<file path="config.mk">
export PLATFORM = sky130hd
export DESIGN_NAME = cache_cmd_sequencer
export DESIGN_NICKNAME = d
export VERILOG_FILES = /design/src/rtl/cache_cmd_pkg.sv /design/src/rtl/cache_cmd_fifo.sv /design/src/rtl/cache_cmd_sequencer.sv
export SDC_FILE = /design/constraint.sdc
export NUM_CORES = 1
export LEC_CHECK = 0
export BUFFER_PORTS_ARGS = -buffer_cell sky130_fd_sc_hd__buf_2
export CAP_MARGIN = 5
export CORE_MARGIN = 2
export CORE_UTILIZATION = 41
export DETAILED_ROUTE_END_ITERATION = 7
export SYNTH_ARGS = -nofsm -noshare
export SYNTH_HDL_FRONTEND = slang
export SYNTH_SLANG_ARGS = --single-unit
</file>
<file path="constraint.sdc">
create_clock -name clk -period 6.9 [get_ports clk]
set_input_delay 0.345 -clock clk [delete_from_list [all_inputs] [get_ports clk]]
set_output_delay 0.345 -clock clk [all_outputs]
set_load 0.02 [all_outputs]
</file>
<file path="src/rtl/cache_cmd_pkg.sv">
// Shared types for the cache command sequencer: command codes, FSM states
// and the legal-command filter.
package cache_cmd_pkg;

    typedef enum logic [3:0] {
        READ_REQ_L1_D     = 4'd0,
        WRITE_REQ_L1_D    = 4'd1,
        READ_REQ_L1_I     = 4'd2,
        SNOOP_INVALIDATE  = 4'd3,
        SNOOP_READ        = 4'd4,
        SNOOP_WRITE       = 4'd5,
        SNOOP_READ_WITH_M = 4'd6,
        CLR_CACHE_RST     = 4'd8,
        PRINT_CONTENTS    = 4'd9
    } n_t;

    typedef enum logic [1:0] {
        IDLE,
        ISSUE,
        WAIT
    } seq_state_t;

    function automatic logic is_legal_cmd(input logic [3:0] code);
        return (code <= 4'd6) || (code == CLR_CACHE_RST) || (code == PRINT_CONTENTS);
    endfunction

endpackage

</file>
<file path="src/rtl/cache_cmd_fifo.sv">
// Synchronous FIFO; pointers carry one extra wrap bit so full and empty
// are distinguishable without a separate count register.
module cache_cmd_fifo
    import cache_cmd_pkg::*;
#(
    parameter int unsigned DEPTH = 8,
    parameter int unsigned WIDTH = 36
) (
    input  logic             clk,
    input  logic             rstb,
    input  logic             i_push,
    input  logic             i_pop,
    input  logic [WIDTH-1:0] i_data,
    output logic [WIDTH-1:0] o_data,
    output logic             o_full,
    output logic             o_empty
);

    localparam int unsigned PW = $clog2(DEPTH);

    logic [PW:0]      r_wr_ptr;
    logic [PW:0]      r_rd_ptr;
    logic [WIDTH-1:0] r_mem [DEPTH];
    logic             w_do_push;
    logic             w_do_pop;

    assign o_empty   = (r_wr_ptr == r_rd_ptr);
    assign o_full    = (r_wr_ptr[PW] != r_rd_ptr[PW]) &&
                       (r_wr_ptr[PW-1:0] == r_rd_ptr[PW-1:0]);
    assign w_do_push = i_push && !o_full;
    assign w_do_pop  = i_pop && !o_empty;
    assign o_data    = r_mem[r_rd_ptr[PW-1:0]];

    always_ff @(posedge clk or negedge rstb) begin
        if (!rstb) begin
            r_wr_ptr <= '0;
            r_rd_ptr <= '0;
        end else begin
            if (w_do_push) r_wr_ptr <= r_wr_ptr + (PW+1)'(1);
            if (w_do_pop)  r_rd_ptr <= r_rd_ptr + (PW+1)'(1);
        end
    end

    always_ff @(posedge clk) begin
        if (w_do_push) r_mem[r_wr_ptr[PW-1:0]] <= i_data;
    end

endmodule

</file>
<file path="src/rtl/cache_cmd_sequencer.sv">
// Buffers trace commands and issues them to the cache one at a time with a
// watchdog on the cache handshake. Define CACHE_CMD_SEQ_STATS_EN for issue counters.
module cache_cmd_sequencer
    import cache_cmd_pkg::*;
#(
    parameter int unsigned DEPTH   = 8,
    parameter int unsigned ADDR_W  = 32,
    parameter int unsigned TIMEOUT = 64
) (
    input  logic              clk,
    input  logic              rstb,
    input  logic              cmd_valid,
    input  logic [3:0]        cmd_n,
    input  logic [ADDR_W-1:0] cmd_addr,
    output logic              cmd_ready,
    input  logic              opr_finished,
    output logic [ADDR_W-1:0] address,
    output logic [3:0]        n,
    output logic              valid,
    output logic              busy,
    output logic              err_bad_cmd,
    output logic              err_timeout,
    output logic [31:0]       stat_rd,
    output logic [31:0]       stat_wr,
    output logic [31:0]       stat_snoop
);

    localparam int unsigned         WD_W    = $clog2(TIMEOUT);
    // Abort on the edge at which the counter would reach TIMEOUT-1.
    localparam logic [WD_W-1:0]     WD_LAST = WD_W'(TIMEOUT - 2);

    seq_state_t          r_state;
    logic [ADDR_W-1:0]   r_address;
    logic [3:0]          r_n;
    logic                r_valid;
    logic                r_err_bad_cmd;
    logic                r_err_timeout;
    logic [WD_W-1:0]     r_wdog;

    logic                w_accept;
    logic                w_push;
    logic                w_pop;
    logic                w_full;
    logic                w_empty;
    logic [ADDR_W+3:0]   w_head;

    assign w_accept = cmd_valid && cmd_ready;
    assign w_push   = w_accept && is_legal_cmd(cmd_n);
    assign w_pop    = (r_state == IDLE) && !w_empty;

    cache_cmd_fifo #(
        .DEPTH (DEPTH),
        .WIDTH (ADDR_W + 4)
    ) u_fifo (
        .clk     (clk),
        .rstb    (rstb),
        .i_push  (w_push),
        .i_pop   (w_pop),
        .i_data  ({cmd_addr, cmd_n}),
        .o_data  (w_head),
        .o_full  (w_full),
        .o_empty (w_empty)
    );

    always_ff @(posedge clk or negedge rstb) begin
        if (!rstb) begin
            r_state       <= IDLE;
            r_address     <= '0;
            r_n           <= '0;
            r_valid       <= 1'b0;
            r_err_bad_cmd <= 1'b0;
            r_err_timeout <= 1'b0;
            r_wdog        <= '0;
        end else begin
            r_valid <= 1'b0;
            case (r_state)
                IDLE: begin
                    if (!w_empty) begin
                        r_address <= w_head[ADDR_W+3:4];
                        r_n       <= w_head[3:0];
                        r_valid   <= 1'b1;
                        r_state   <= ISSUE;
                    end
                end
                ISSUE: begin
                    r_wdog  <= '0;
                    r_state <= (r_n == CLR_CACHE_RST) ? IDLE : WAIT;
                end
                WAIT: begin
                    if (opr_finished) begin
                        r_state <= IDLE;
                    end else if (r_wdog == WD_LAST) begin
                        r_err_timeout <= 1'b1;
                        r_state       <= IDLE;
                    end else begin
                        r_wdog <= r_wdog + WD_W'(1);
                    end
                end
                default: r_state <= IDLE;
            endcase
            if (w_accept && !is_legal_cmd(cmd_n)) r_err_bad_cmd <= 1'b1;
        end
    end

    assign cmd_ready   = !w_full;
    assign address     = r_address;
    assign n           = r_n;
    assign valid       = r_valid;
    assign busy        = (r_state != IDLE) || !w_empty;
    assign err_bad_cmd = r_err_bad_cmd;
    assign err_timeout = r_err_timeout;

`ifdef CACHE_CMD_SEQ_STATS_EN
    logic [31:0] r_stat_rd;
    logic [31:0] r_stat_wr;
    logic [31:0] r_stat_snoop;

    always_ff @(posedge clk or negedge rstb) begin
        if (!rstb) begin
            r_stat_rd    <= '0;
            r_stat_wr    <= '0;
            r_stat_snoop <= '0;
        end else if (r_state == ISSUE) begin
            case (r_n)
                READ_REQ_L1_D, READ_REQ_L1_I:
                    r_stat_rd <= r_stat_rd + 32'd1;
                WRITE_REQ_L1_D:
                    r_stat_wr <= r_stat_wr + 32'd1;
                SNOOP_INVALIDATE, SNOOP_READ, SNOOP_WRITE, SNOOP_READ_WITH_M:
                    r_stat_snoop <= r_stat_snoop + 32'd1;
                default: ;
            endcase
        end
    end

    assign stat_rd    = r_stat_rd;
    assign stat_wr    = r_stat_wr;
    assign stat_snoop = r_stat_snoop;
`else
    assign stat_rd    = '0;
    assign stat_wr    = '0;
    assign stat_snoop = '0;
`endif

endmodule
</file>
==> run_results.csv, run 1 <==
group,metric,value,unit
run_status,status,"completed",
synth,synth_top_area_share,62.7,%
die,dieArea,35100,µm²
clock_network,cts_tree,"yes",
worst_setup_path,path_max_fanout,32,
grt,gr-usage-met3,3.49,%
clock_network,cts-root-buf,"clkbuf_16",
synth,synth_most_common_cell,"edfxtp_1",
finish,drive_above_1_share,27.4,%
routing,wirelength,25700,µm
synth,synth_common_cells,"edfxtp_1, buf_4, mux4_2",
job,maxCapViolCount,0,
timing,final.period_utilization,48.0,%
routing,ant_nets,0,
power,power.density,415,nW/µm²
placement,place.gp.congestion,0.738,
grt,use_met1,20.6,%
power,seqPwrFrac,43.4,%
worst_setup_path,cp-start-kind,"register",
timing,slew_viol_final,0,
clock_network,ctsResizeCount,0,
routing,wire_per_inst,19.6,µm
synth,async_flop_share,16.0,%
clock_network,cts_buffers,37,
grt,grt.total_usage,14.8,%
timing,relSlewSlack,36.7,%
placement,hpwl,14500,µm
power,vdd_ir_drop_max,242,µV
synth,netlist_top_cells_area,"edfxtp_1, mux4_2, dfrtp_1, buf_4, mux2i_1",
finish,fin_nets,879,
power,clkPwrFrac,29.5,%
timing,finalWorstSetupSlack,3.59,ns
grt,grt_antenna_before_repair,3,
grt,first_global_vias,6445,
timing,skew,0.00862,ns
finish,area_delta_synth_final,13.1,%
synth,synth-edff-count,288,
synth,synthDistinctLibCells,42,
synth,synth_area,13800,µm²
worst_setup_path,arrival,3.44,ns
placement,port-buffer-count,80,
routing,dr.pass1.iters,4,
synth,synth_flop_cell,"edfxtp_1",
routing,remaining_drc_errors,0,
placement,dp.cells,1243,
worst_setup_path,reg2regPathDepth,5,
hold_path,hp-class,"in2reg",
finish,final_area,15600,µm²
timing,finalCriticalPeriod,3.31,ns
synth,yosysSeqAreaShare,72.7,%
finish,final_cells,1309,
routing,vias,6398,
die,io_pins,177,
power,p_sw_share,30.7,%
placement,place_ws,3.51,ns
synth,post_synth_inst_count,731,
die,die_x,187,µm
timing,hold_viol,0,
synth,synth.avg_cell_area,18.9,µm²
die,row_count,67,
die,initial_core_util,41.4,%
power,p_int,4.48,mW
timing,worst_hold_slack,0.106,ns
placement,placed_area,14400,µm²
timing,fmax,0.302,GHz
die,core,33300,µm²
timing,rsz0062_at_grt,"false",
timing,setup_viol_count_final,0,
clock_network,clock-sinks,343,
synth,yosys_register_bits,343,
clock_network,h-tree-depth,2,
grt,grt_pass1_wl,39200,µm
grt,busiest_layer,"met2",
synth,yosysTopAreaCell,"edfxtp_1",
clock_network,path_clk_slew,0.06,ns
power,power,6.46,mW
hold_path,holdPathStages,1,
finish,utilization,46.8,%
worst_setup_path,cp.required,7.03,ns
power,p_leak,5.58,nW
worst_setup_path,crit_path_end_kind,"register",
timing,finalSetupTns,0,ns
timing,tightest_slew,0.949,ns
routing,via_per_inst,4.89,
finish,fillers,2805,
grt,met2_usage,23.6,%
grt,grt.overflow.total,0,
grt,grt_max_degree,56,
clock_network,clk_latency,0.50,ns
die,die_height,187,µm
synth,yosysWarnings,0,
routing,dr.first_iter.drc_count,498,
clock_network,clock_path_buffers,3,
worst_setup_path,worst-setup-path-type,"reg2reg",
power,power.share.combinational,27.1,%
power,p_sw,1.98,mW
[layout make-up]
type	count	area, µm²	share of cell area [%]
timing repair buffer	99	548	3.52
tap	448	561	3.60
inverter	6	22.5	0.145
clock buffer	50	995	6.38
clock inverter	14	168	1.08
multi-input combinational	348	3260	20.9
sequential	343	10000	64.4
antenna	1	2.50	0.0161
[registers in the layout, indices dropped and copies added, names as in the netlist]
signal           flops
u_fifo.r_wr_ptr      4
err_timeout          1
r_state              2
u_fifo.r_mem       288
address             32
valid                1
err_bad_cmd          1
n                    4
u_fifo.r_rd_ptr      4
r_wdog               6
[power groups by stage]
stage | Sequential [mW] | Combinational [mW] | Clock, mW
CTS | 2.82 | 1.79 | 1.95
finish | 2.81 | 1.75 | 1.90
detailed placement | 2.86 | 1.79 | 0
floorplan | 2.85 | 1.33 | 0
global route | 2.85 | 1.92 | 2.03
global placement | 2.85 | 1.78 | 0
[critical path, stage by stage (launching register included)]
cell and delay [ns]:
dfrtp_4 0.85, xor2_1 0.35, or4_1 0.28, nand3_4 0.20, nor4bb_4 0.65, buf_4 0.57
[worst paths after layout]
| kind | start | endpoint | slack (ns) |
|---|---|---|---|
| max | u_fifo.r_rd_ptr[0] | u_fifo.r_mem[6][29] | 3.59 |
| min | cmd_addr[13] | u_fifo.r_mem[2][17] | 0.11 |
| max reg2reg | u_fifo.r_rd_ptr[0] | u_fifo.r_mem[6][29] | 3.59 |
| min reg2reg | err_timeout | err_timeout | 0.45 |
| max in group asynchronous | rstb | u_fifo.r_rd_ptr[1] | 5.74 |
| min in group asynchronous | rstb | address[7] | 0.50 |
[cell families (layout without fill, tap and decap cells)]
logic type	Yosys count	in the layout	synth area share [%]
flip-flops	343	343	72.7
buffers and inverters	135	169	6.61
multiplexers	109	109	14.5
AND/OR/NAND/NOR	74	74	2.65
AO/OA/AOI/OAI	53	53	2.26
XOR/XNOR	12	12	0.871
adder cells (fa/ha/maj)	4	4	0.363
other	1	97	0.0272
[repair_timing]
action / in CTS / in global routing
hold buffers: 1 / 0
endpoints found under the hold margin: 11 / 0
buffers inserted: 0 / 0
[layout by cell type, fill, tap and decap left out, types with 5 or more instances in the layout]
| master | n |
|---|---|
| buf_2 | 79 |
| buf_4 | 19 |
| clkbuf_1 | 11 |
| clkbuf_16 | 37 |
| clkinv_2 | 5 |
| conb_1 | 96 |
| dfrtp_1 | 52 |
| edfxtp_1 | 288 |
| inv_1 | 5 |
| mux2i_1 | 36 |
| mux4_2 | 72 |
| nand2_1 | 46 |
| nand3_1 | 5 |
| o21ai_0 | 38 |
| xnor2_1 | 6 |
[metal layers]
metal	wire length [µm]	vias to the layer above
met3	1490	39
met2	12200	208
met4	408	6
li1	-	2853
met1	11500	3292
met5	38	-
(Power assumes the default switching activity.)
==> inputs of run 2 (changes only) <==
--- a/config.mk
+++ b/config.mk
@@ -5,6 +5,7 @@
 export SDC_FILE = /design/constraint.sdc
 export NUM_CORES = 1
 export LEC_CHECK = 0
+export ABC_AREA = 1
 export BUFFER_PORTS_ARGS = -buffer_cell sky130_fd_sc_hd__buf_2
 export CAP_MARGIN = 5
 export CORE_MARGIN = 2
==> constraint.sdc (replaced) <==
create_clock -name clk -period 2.9 [get_ports clk]
set_input_delay 0.145 -clock clk [delete_from_list [all_inputs] [get_ports clk]]
set_output_delay 0.145 -clock clk [all_outputs]
set_load 0.02 [all_outputs]
==> run 2 against run 1 <==
  * Via count is 49% higher
  * Highest routed layer is now met4
  * Register-to-register slack worse by 3.1 ns
  * Clock skew is 0.018 ns higher
  * Largest cell class unchanged
  * Sequential share of layout area is 5.6 points lower
  * Critical path type unchanged
  * Combinational power grew to 3.2 times the previous value
  * First-iteration DRC count is 44% higher
  * Power grew to 2.6 times the previous value
==> run_results.csv, run 2 <==
group,metric,value,unit
run_status,status,"completed",
worst_setup_path,cp.required,3.07,ns
timing,relSlewSlack,31.3,%
power,p_sw,6.27,mW
placement,port-buffer-count,80,
routing,via_per_inst,4.79,
die,die_x,195,µm
worst_setup_path,r2r_start,"u_fifo.r_wr_ptr[0]",
die,row_count,69,
finish,area_delta_synth_final,14.5,%
timing,tightest_slew,1.03,ns
synth,synth-edff-count,288,
finish,layout_commonest_cell,"nand2_1",
synth,yosys_register_bits,343,
grt,first_global_vias,9063,
job,maxCapViolCount,0,
synth,post_synth_inst_count,1388,
synth,synth_top_area_share,58.0,%
timing,skew,0.0264,ns
power,p_sw_share,37.7,%
worst_setup_path,rrSetupSlack,0.49,ns
routing,remaining_drc_errors,0,
routing,wirelength,33800,µm
timing,worst_hold_slack,0.186,ns
timing,rsz0062_at_grt,"false",
grt,grt_antenna_before_repair,0,
hold_path,hp-class,"in2async",
grt,grt_max_degree,98,
timing,final.period_utilization,82.9,%
timing,finalSetupTns,0,ns
grt,grt_pass1_wl,52300,µm
die,initial_core_util,41.7,%
timing,setup_viol_count_final,0,
power,power.density,975,nW/µm²
worst_setup_path,reg2regPathDepth,8,
clock_network,cts_buffers,37,
synth,yosysTopAreaCell,"edfxtp_1",
worst_setup_path,path_max_fanout,22,
grt,grt.total_usage,17.9,%
synth,synthDistinctLibCells,34,
placement,hpwl,18400,µm
routing,vias,9565,
timing,slew_viol_final,0,
power,power.share.combinational,34.1,%
die,io_pins,177,
clock_network,clock_path_buffers,3,
routing,dr.first_iter.drc_count,719,
power,seqPwrFrac,38.4,%
clock_network,path_clk_slew,0.06,ns
die,core,35700,µm²
synth,netlist_top_cells_area,"edfxtp_1, nand2_1, dfrtp_1, buf_4, o21ai_0",
routing,ant_nets,0,
timing,finalCriticalPeriod,2.41,ns
worst_setup_path,rr_endpoint,"u_fifo.r_mem[0][15]",
finish,antenna_cells,0,
placement,place.gp.congestion,0.815,
power,p_leak,7.20,nW
synth,synth_common_cells,"nand2_1, edfxtp_1, buf_4",
worst_setup_path,cp-start-kind,"register",
die,dieArea,37900,µm²
power,vdd_ir_drop_max,740,µV
clock_network,cts-root-buf,"clkbuf_16",
worst_setup_path,crit_path_end_kind,"register",
clock_network,clock-sinks,343,
clock_network,clk_latency,0.53,ns
finish,drive_above_1_share,12.4,%
clock_network,cts_tree,"yes",
finish,largest_reg_flops,288,
synth,async_flop_share,16.0,%
routing,dr.pass1.iters,5,
synth,synth_most_common_cell,"nand2_1",
placement,placed_area,15500,µm²
finish,fin_nets,1552,
timing,hold_viol,0,
finish,layout_common_cells,"nand2_1, edfxtp_1, conb_1, buf_2",
worst_setup_path,worst-setup-path-type,"reg2reg",
worst_setup_path,arrival,2.58,ns
synth,yosysWarnings,0,
timing,fmax,0.416,GHz
synth,yosysSeqAreaShare,67.2,%
clock_network,h-tree-depth,2,
synth,synth_flop_cell,"edfxtp_1",
die,die_height,195,µm
synth,synth.avg_cell_area,10.7,µm²
routing,wire_per_inst,16.9,µm
synth,synth_area,14900,µm²
power,clkPwrFrac,27.6,%
power,p_int,10.4,mW
grt,grt.overflow.total,0,
finish,final_area,17100,µm²
==> run 2: changes by cell type after synthesis, moves of 25 or more <==
cell	delta
mux2i_1	-36
o21ai_1	+25
o211ai_1	+32
nor2_1	+49
nand2_1	+560
mux4_2	-72
inv_1	+43
==> run 2: timing repair <==
| action | CTS | global route |
|---|---|---|
| endpoints found under the hold margin | 314 | 0 |
| setup buffers | 0 | 0 |
| hold buffers | 39 | 0 |
| gates resized for setup | 0 | 0 |
==> run 2: metrics by stage <==
stage               std cells  util (%)  power (mW)  worst slack, ns
floorplan                1483         -        10.7           -0.215
global placement         1891      43.3        12.1            0.555
detailed placement       1891      43.3        12.2            0.529
CTS                      1998      47.8        16.8            0.513
global route             1998      47.8        17.8            0.382
finish                   1998      47.8        16.6            0.495
==> run 2: final cells by class <==
cell class                 count  area (µm²)
timing repair buffer         149        1080
sequential                   343       10000
clock buffer                  51        1010
multi-input combinational    925        4000
tap                          461         577
inverter                      52         200
fill                        3252       18700
clock inverter                17         183
==> run 2: worst max-delay path by stage <==
stage                     endpoint          startpoint  slack, ns  cells after the start
3_5_place_dp   u_fifo.r_mem[1][19]  u_fifo.r_wr_ptr[0]       0.53                      8
3_3_place_gp   u_fifo.r_mem[0][27]  u_fifo.r_rd_ptr[1]       0.56                      8
4_1_cts        u_fifo.r_mem[1][15]  u_fifo.r_wr_ptr[0]       0.51                      8
2_1_floorplan   u_fifo.r_mem[0][0]  u_fifo.r_wr_ptr[0]      -0.22                      7
5_1_grt        u_fifo.r_mem[0][15]  u_fifo.r_wr_ptr[0]       0.38                      8
6_report       u_fifo.r_mem[0][15]  u_fifo.r_wr_ptr[0]       0.49                      8
==> run 2: per-layer routing <==
layer	routed length [µm]	GRT usage, %
met2	16100	29.9
met3	1950	2.86
met5	0	0
met1	15100	24.2
met4	647	5.03
==> run 2: critical path, cell delays in order, from the launching register on <==
cell and delay, ns:
dfrtp_1 0.53, inv_2 0.12, nand2_2 0.11, nand2_4 0.07, nand4_4 0.14, nand3_2 0.34, buf_4 0.30, nor2_4 0.08
buf_4 0.36
==> run 2: cell families after synthesis <==
logic type | after synthesis | share of synthesized area (%)
compound gates | 118 | 4.66
xor+xnor | 9 | 0.579
fa+ha+maj | 4 | 0.336
buf+inv | 215 | 8.78
flops | 343 | 67.2
other cells | 1 | 0.0251
simple gates | 698 | 18.4
==> run 2: power groups by stage <==
stage / combinational, mW / sequential (mW) / clock [mW]
after floorplan: 4.07 / 6.66 / 0
after global placement: 5.66 / 6.47 / 0
after detailed placement: 5.69 / 6.48 / 0
after CTS: 5.76 / 6.39 / 4.70
after global routing: 6.41 / 6.46 / 4.91
final: 5.67 / 6.39 / 4.59
